### src/rtl/round_tracker_if.sv
// Signal bundle between the game FSM and the round tracker: the player's guess,
// the round's target and difficulty settings in, score and timer status out.
interface round_tracker_if;
  logic       confirmButton;
  logic [9:0] guess;
  logic [9:0] target;
  logic [1:0] Max_digit;
  logic [2:0] Max_incorrect_guesses;
  logic [2:0] incorrect_guesses;
  logic [2:0] round;
  logic [6:0] timer;
  logic       correct;
  logic       new_target;
  logic       locked_out;

  modport master (
    output confirmButton, guess, target, Max_digit, Max_incorrect_guesses,
    input  incorrect_guesses, round, timer, correct, new_target, locked_out
  );

  modport slave (
    input  confirmButton, guess, target, Max_digit, Max_incorrect_guesses,
    output incorrect_guesses, round, timer, correct, new_target, locked_out
  );
endinterface

### src/rtl/round_tracker.sv
// Round tracker: counts correct and wrong guesses for the current difficulty
// level and runs a per-level countdown timer in whole seconds. A change of
// difficulty level restarts the bookkeeping through a one-cycle LOAD state.
module round_tracker #(
  parameter int unsigned CLK_HZ        = 50000000,
  parameter int unsigned ROUND_SECONDS = 30
) (
  input logic            clk,
  input logic            restart,
  round_tracker_if.slave bus
);

  localparam int unsigned       PRESC_W    = (CLK_HZ > 1) ? $clog2(CLK_HZ) : 1;
  localparam logic [PRESC_W-1:0] PRESC_LAST = PRESC_W'(CLK_HZ - 1);
  localparam logic [6:0]        SECONDS    = 7'(ROUND_SECONDS);

  typedef enum logic [1:0] {LOAD, PLAY, HOLD} state_t;

  state_t             state;
  state_t             state_next;
  logic [1:0]         level_reg;
  logic [PRESC_W-1:0] prescaler;
  logic               confirm_prev;
  logic [2:0]         incorrect_q;
  logic [2:0]         round_q;
  logic [6:0]         timer_q;
  logic               correct_q;

  logic               confirm_edge;
  logic               tick;
  logic               level_changed;
  logic               locked;
  logic [6:0]         load_value;
  logic               do_load;
  logic               run;
  logic               accept;

  assign confirm_edge  = bus.confirmButton & ~confirm_prev;
  assign tick          = (prescaler == PRESC_LAST);
  assign level_changed = (bus.Max_digit != level_reg);
  assign locked        = (bus.Max_incorrect_guesses != 3'd0) &&
                         (incorrect_q >= bus.Max_incorrect_guesses);
  assign load_value    = SECONDS * {5'd0, bus.Max_digit};

  // Next-state and datapath control; a level change wins over any guess in that cycle
  always_comb begin
    state_next = state;
    do_load    = 1'b0;
    run        = 1'b0;
    accept     = 1'b0;
    case (state)
      LOAD: begin
        do_load    = 1'b1;
        state_next = (bus.Max_digit != 2'd0) ? PLAY : HOLD;
      end
      PLAY: begin
        if (level_changed) begin
          state_next = LOAD;
        end else begin
          run    = 1'b1;
          accept = confirm_edge && (timer_q != 7'd0) && !locked;
          if (timer_q == 7'd0) state_next = HOLD;
        end
      end
      HOLD: begin
        if (level_changed) state_next = LOAD;
      end
      default: state_next = LOAD;
    endcase
  end

  // State register
  always_ff @(posedge clk or posedge restart) begin
    if (restart) state <= LOAD;
    else         state <= state_next;
  end

  // Counters, timer, prescaler and the confirm edge detector
  always_ff @(posedge clk or posedge restart) begin
    if (restart) begin
      level_reg    <= 2'd0;
      prescaler    <= '0;
      confirm_prev <= 1'b0;
      incorrect_q  <= 3'd0;
      round_q      <= 3'd0;
      timer_q      <= 7'd0;
      correct_q    <= 1'b0;
    end else begin
      confirm_prev <= bus.confirmButton;
      correct_q    <= 1'b0;
      if (do_load) begin
        round_q     <= 3'd0;
        incorrect_q <= 3'd0;
        timer_q     <= load_value;
        prescaler   <= '0;
        level_reg   <= bus.Max_digit;
      end else if (run) begin
        prescaler <= tick ? '0 : prescaler + PRESC_W'(1);
        if (tick && (timer_q != 7'd0)) timer_q <= timer_q - 7'd1;
        if (accept) begin
          if (bus.guess == bus.target) begin
            if (round_q != 3'd7) round_q <= round_q + 3'd1;
            correct_q <= 1'b1;
          end else if (incorrect_q != 3'd7) begin
            incorrect_q <= incorrect_q + 3'd1;
          end
        end
      end
    end
  end

  assign bus.incorrect_guesses = incorrect_q;
  assign bus.round             = round_q;
  assign bus.timer             = timer_q;
  assign bus.correct           = correct_q;
  assign bus.new_target        = correct_q;
  assign bus.locked_out        = locked;

endmodule

### src/flat_wrapper.sv
// flat-port wrapper written by rule: the top's interface ports become plain ports
module round_tracker_flat 
#(
  parameter int unsigned CLK_HZ        = 50000000,
  parameter int unsigned ROUND_SECONDS = 30
)
  (clk, restart, bus_confirmButton, bus_guess, bus_target, bus_Max_digit, bus_Max_incorrect_guesses, bus_incorrect_guesses, bus_round, bus_timer, bus_correct, bus_new_target, bus_locked_out);
  round_tracker_if bus_i ();
  input logic clk;
  input logic restart;
  input wire logic [$bits(bus_i.confirmButton)-1:0] bus_confirmButton;
  input wire logic [$bits(bus_i.guess)-1:0] bus_guess;
  input wire logic [$bits(bus_i.target)-1:0] bus_target;
  input wire logic [$bits(bus_i.Max_digit)-1:0] bus_Max_digit;
  input wire logic [$bits(bus_i.Max_incorrect_guesses)-1:0] bus_Max_incorrect_guesses;
  output wire logic [$bits(bus_i.incorrect_guesses)-1:0] bus_incorrect_guesses;
  output wire logic [$bits(bus_i.round)-1:0] bus_round;
  output wire logic [$bits(bus_i.timer)-1:0] bus_timer;
  output wire logic [$bits(bus_i.correct)-1:0] bus_correct;
  output wire logic [$bits(bus_i.new_target)-1:0] bus_new_target;
  output wire logic [$bits(bus_i.locked_out)-1:0] bus_locked_out;
  assign bus_i.confirmButton = bus_confirmButton;
  assign bus_i.guess = bus_guess;
  assign bus_i.target = bus_target;
  assign bus_i.Max_digit = bus_Max_digit;
  assign bus_i.Max_incorrect_guesses = bus_Max_incorrect_guesses;
  assign bus_incorrect_guesses = bus_i.incorrect_guesses;
  assign bus_round = bus_i.round;
  assign bus_timer = bus_i.timer;
  assign bus_correct = bus_i.correct;
  assign bus_new_target = bus_i.new_target;
  assign bus_locked_out = bus_i.locked_out;
  round_tracker #(.CLK_HZ(CLK_HZ), .ROUND_SECONDS(ROUND_SECONDS)) u_core (.clk(clk), .restart(restart), .bus(bus_i));
endmodule
### config.mk
export PLATFORM = sky130hd
export DESIGN_NAME = round_tracker_flat
export DESIGN_NICKNAME = d
export VERILOG_FILES = /design/src/rtl/round_tracker_if.sv /design/src/rtl/round_tracker.sv /design/src/flat_wrapper.sv
export SDC_FILE = /design/constraint.sdc
export NUM_CORES = 1
export LEC_CHECK = 0
export ABC_CLOCK_PERIOD_IN_PS = 2950
export BUFFER_PORTS_ARGS = -buffer_cell sky130_fd_sc_hd__buf_2
export CAP_MARGIN = 30
export CORE_UTILIZATION = 55
export CTS_CLUSTER_SIZE = 25
export DETAILED_ROUTE_END_ITERATION = 8
export GPL_TIMING_DRIVEN = 0
export PLACE_DENSITY = 0.86
export REMOVE_ABC_BUFFERS = 1
export SYNTH_ARGS = -nofsm -noshare
export SYNTH_HDL_FRONTEND = slang
export SYNTH_SLANG_ARGS = --single-unit
### constraint.sdc
create_clock -name clk -period 2.95 [get_ports clk]
set_input_delay 0.4425 -clock clk [delete_from_list [all_inputs] [get_ports clk]]
set_output_delay 0.4425 -clock clk [all_outputs]
set_load 0.02 [all_outputs]
==> flow_results.org <==
** Status
- The run finished with clean final reports.

** Worst setup path
- In this run the worst path has a maximum fanout of 10.
- Launching instance or port of the critical path :: u_core.prescaler[0]
- For this design, the slowest cell found on the critical path is nor3_1.
- The worst setup path is captured at a flip-flop.
- The worst register-to-register path has a depth of 6.
- For the worst setup path, the data required time is 3.17 ns.
- Slowest cell delay on critical path :: around 0.8 ns
- Arrival time at the worst endpoint :: 2.96 ns
- Traced cell by cell, the critical path runs through ha_1, nand2_1, nor3_1, nand4_4, or4b_1, a31oi_1.
- Worst r2r src :: u_core.prescaler[0]
- Startpoint Class :: flip-flop
- The setup path with the least slack is of type flip-flop to flip-flop.

** Power
- Power spread over the standard cell area amounts to 615 nW/µm².
- Summed over all nets, the switching power comes to a little under 0.8 mW.
- Of the total power, registers draw 0.395.
- The internal power of the cells totals 1.20 mW.
- The design draws 1.99 mW.
- Summed over all cells, the static leakage comes to between 1 and 1.5 nW.
- Combinational power share :: 0.359
- Switching Share :: 0.395
- Of the total power, the clock network draws 0.246.
- The worst-case IR drop observed on VDD is 0.000359 V.

** Cells and area
- Fraction of layout cells with a size suffix above 1 :: 0.183
- Max FFs per register :: 26
- For this run, the share of the core covered by cells in the final layout is 0.667.
- Fin nets :: slightly below 400
- Post-route cell area :: approximately 3200 µm²
- Diode count :: 0
- Layout overhead on the synthesized area :: 13.7%
- Largest reg by FF count :: u_core.prescaler
- The finished layout holds 422 standard cells, fillers aside.

** Clock network
- Clock tree from TritonCTS :: yes
- In this run the number of H-tree levels came out at 2.
- After clock tree synthesis, the setup repair step added 0 buffers.
- Root Buffer Master :: clkbuf_8
- The clock net in this run drives a total of 45 sinks.
- Clock-pin slew was measured on the worst setup and hold paths at 0.09 ns.
- Worst-Skew Late Latency :: 0.30 ns
- Number of clock buffers inserted by TritonCTS :: 5
- Maximum buffer depth of the clock tree :: 2

** Yosys
- The most used flip-flop cell after synthesis is dfrtp_1.
- Proportion of register bits with asynchronous set or reset after synthesis :: 1.00
- Of the total synthesized cell area, the portion taken by AND, OR, NAND and NOR gates is 0.255.
- Yosys attributes the largest share of cell area to dfrtp_1 (40%), ha_1 (6.2%), nand2_1 (4.6%), a31oi_1 (4.2%), xor2_1 (3.4%).
- Register area share after synthesis :: 0.396
- Of the total synthesized cell area, the portion taken by full adders, half adders and majority gates is 0.0616.
- Fraction of post-synthesis cell area in the top cell type by area :: 0.396
- Share of synthesized area spent on multiplexers :: 0.0330
- By area, the combinational part of the netlist is dominated by simple AND/OR/NAND/NOR gates.
- Each instance of the synthesized netlist takes up on average 9.03 µm².
- The number of different library cells used by synthesis comes to 52.
- Leading area contributor after synthesis :: dfrtp_1
- Post-synthesis xor/xnor area fraction :: 0.0400
- The compound-cell area share of the yosys netlist came to 0.168.
- Number of flip-flops and latches in the synthesized netlist :: 45
- Synthesis handed over a netlist of roughly 320 instances.
- The synthesized design contains 0 enable-type register cells.
- Summing every instance area after synthesis gives approximately 2800 µm².
- During synthesis, Yosys emitted a total of 0 warnings.

** Die
- Die area :: 5460 µm²
- Overall die height :: 73.9 µm
- Core Rows :: 25
- For this design the top-level I/O count stands at 44.
- From left edge to right edge, the die measures 73.9 µm.
- The core region is 4850 µm².
- Initial cell density of the core :: 0.587

** Timing
- Total count of hold-check failures in the final report :: 0
- Share of the clock period used by the worst path :: 0.928
- For the finished layout, the period the worst path requires is 2.74 ns.
- Final number of setup-violating endpoints :: 0
- Setup repair after global routing left no endpoint under its margin.
- Slew HR :: 0.319
- Actual slew at the worst max-slew pin :: around 1 ns
- Clock skew on the completed layout was measured at 0.00661 ns.
- Number of pins exceeding their max-slew limit in the final report :: 0
- Setup slack closes at 0.213 ns.
- Timing would allow up to 365 MHz.

** Placed design
- In this run, placement finished with an instance count of about 410.
- After legalization and detailed placement, the total HPWL measured 4550 µm.
- The congestion estimate from routability-driven global placement came to 0.885.
- Prior to clock tree synthesis, the placed netlist has a worst setup slack of 0.0280 ns.
- Port Buf Inserts :: 43
- Cell area reported after detailed placement :: 3110 µm²

** Global routing
- Entering global routing, the biggest net connects 47 pins.
- The first global-routing pass estimated approximately 11000 µm of wire.
- The via count of the first global-routing pass was around 2400.
- The number of antenna violations at the first check in global routing came to 0.
- In the global route stage, overall resource usage came out at 0.259.
- Global route total overflow :: 0

** Min path
- The worst hold path belongs to the class primary input to asynchronous set/reset pin.

** Drt
- TritonRoute pass-1 iters :: 5
- For this block, the via count after detailed routing is around 2600.
- Violation count after the first detailed-routing iteration :: 226
- WL per Instance :: approximately 16 µm
- After detailed routing, the number of remaining DRC violations is 0.
- Antenna Nets Post-Route :: 0
- In the routed layout, each cell is associated on average with a via count of approximately 6.3.
- The final layout contains routed wiring with a total length of 6680 µm.

** Job
- Max-cap violations in this run came to 0.
[metal layers]
metal / routed length, µm / global-route usage
met5: 0 / 0
met4: 152 / 0.0962
met3: 401 / 0.0480
met2: 3400 / 0.443
met1: 2730 / 0.326
[through the flow]
stage | hold WS [ns] | TNS (ns)
CTS | 0.0624 | 0
global placement | 0.478 | -4.54
global route | 0.0738 | 0
detailed placement | 0.388 | 0
finish | 0.0608 | 0
floorplan | 0.458 | 0
[placed cells by master (no fill, tap or decap), drive strengths merged, types with 2 or more instances in the layout]
master  synthesis  routed
dfrtp          45      45
buf             2      44
nand2          35      35
a31oi          19      19
inv            19      19
a21oi          18      19
nor2           18      18
o21ai          16      16
ha             14      14
nand4          14      14
nand3          12      12
xor2           11      11
nor3            9       9
and3            8       8
clkbuf         11       7
mux2i           6       6
nor4            5       5
or4b            5       5
nand2b          4       4
o31ai           4       4
or4             4       4
or3             3       3
a41oi           3       3
mux2            3       3
xnor2           2       2
and4            2       2
o311ai          2       2
a221o           2       2
o211ai          2       2
and2            2       2
[logic make-up after synthesis]
family	Yosys count
buf+inv	32
xor+xnor	13
fa+ha+maj	14
simple gates	127
compound gates	75
mux	9
flops	45
[final timing paths]
| check | end | slack (ns) |
|---|---|---|
| max | u_core.bus.timer[4] | 0.21 |
| min | u_core.bus.timer[5] | 0.06 |
| max reg2reg | u_core.bus.timer[4] | 0.21 |
| min reg2reg | u_core.level_reg[0] | 0.53 |
| max in group asynchronous | u_core.prescaler[18] | 2.43 |
| min in group clk | u_core.confirm_prev | 0.28 |
[Yosys cell counts (2+ instances only)]
| library cell | count |
|---|---|
| or4b_2 | 2 |
| and3_1 | 8 |
| a221o_1 | 2 |
| o31ai_1 | 4 |
| a41oi_1 | 3 |
| or3_1 | 3 |
| nor4_1 | 4 |
| and4_1 | 2 |
| ha_1 | 14 |
| o21ai_0 | 16 |
| dfrtp_1 | 45 |
| nand4_1 | 13 |
| inv_1 | 19 |
| clkbuf_1 | 10 |
| and2_1 | 2 |
| nand3_1 | 12 |
| or4_1 | 4 |
| o211ai_1 | 2 |
| nor2_1 | 18 |
| o311ai_0 | 2 |
| nor3_1 | 9 |
| mux2i_1 | 6 |
| xor2_1 | 11 |
| a21oi_1 | 17 |
| mux2_2 | 3 |
| nand2b_1 | 4 |
| nand2_1 | 35 |
| or4b_1 | 2 |
| xnor2_1 | 2 |
| a31oi_1 | 19 |
[what timing repair did]
| action | CTS | global route |
|---|---|---|
| gates resized for setup | 0 | 0 |
| hold buffers | 0 | 0 |
| setup endpoints to repair | 0 | 1 |
[worst max-delay path: cells and delay by family, from the launching register on]
family                     cells  cell delay (ns)
AOI/OAI and AO/OA              1             0.19
adders and majority gates      1             0.25
DFF                            1             0.40
and+or+nand+nor                4             1.83
[final cells by class]
type / count / area (µm²)
clock buffers: 7 / 86.3
clock inverters: 1 / 30.0
fillers: 388 / 1610
inverters: 19 / 71.3
multi-input cells: 239 / 1600
flip-flops and latches: 45 / 1130
well taps: 67 / 83.8
repair buffers: 44 / 235
[power by group through the flow]
stage	clock network [mW]	registers, mW	logic [mW]
after CTS	0.494	0.784	0.705
after global placement	0	0.789	0.663
after global routing	0.520	0.802	0.795
after detailed placement	0	0.797	0.702
final	0.488	0.785	0.714
after floorplan	0	0.831	0.439
Note: power is estimated with default switching activity, not from simulation.
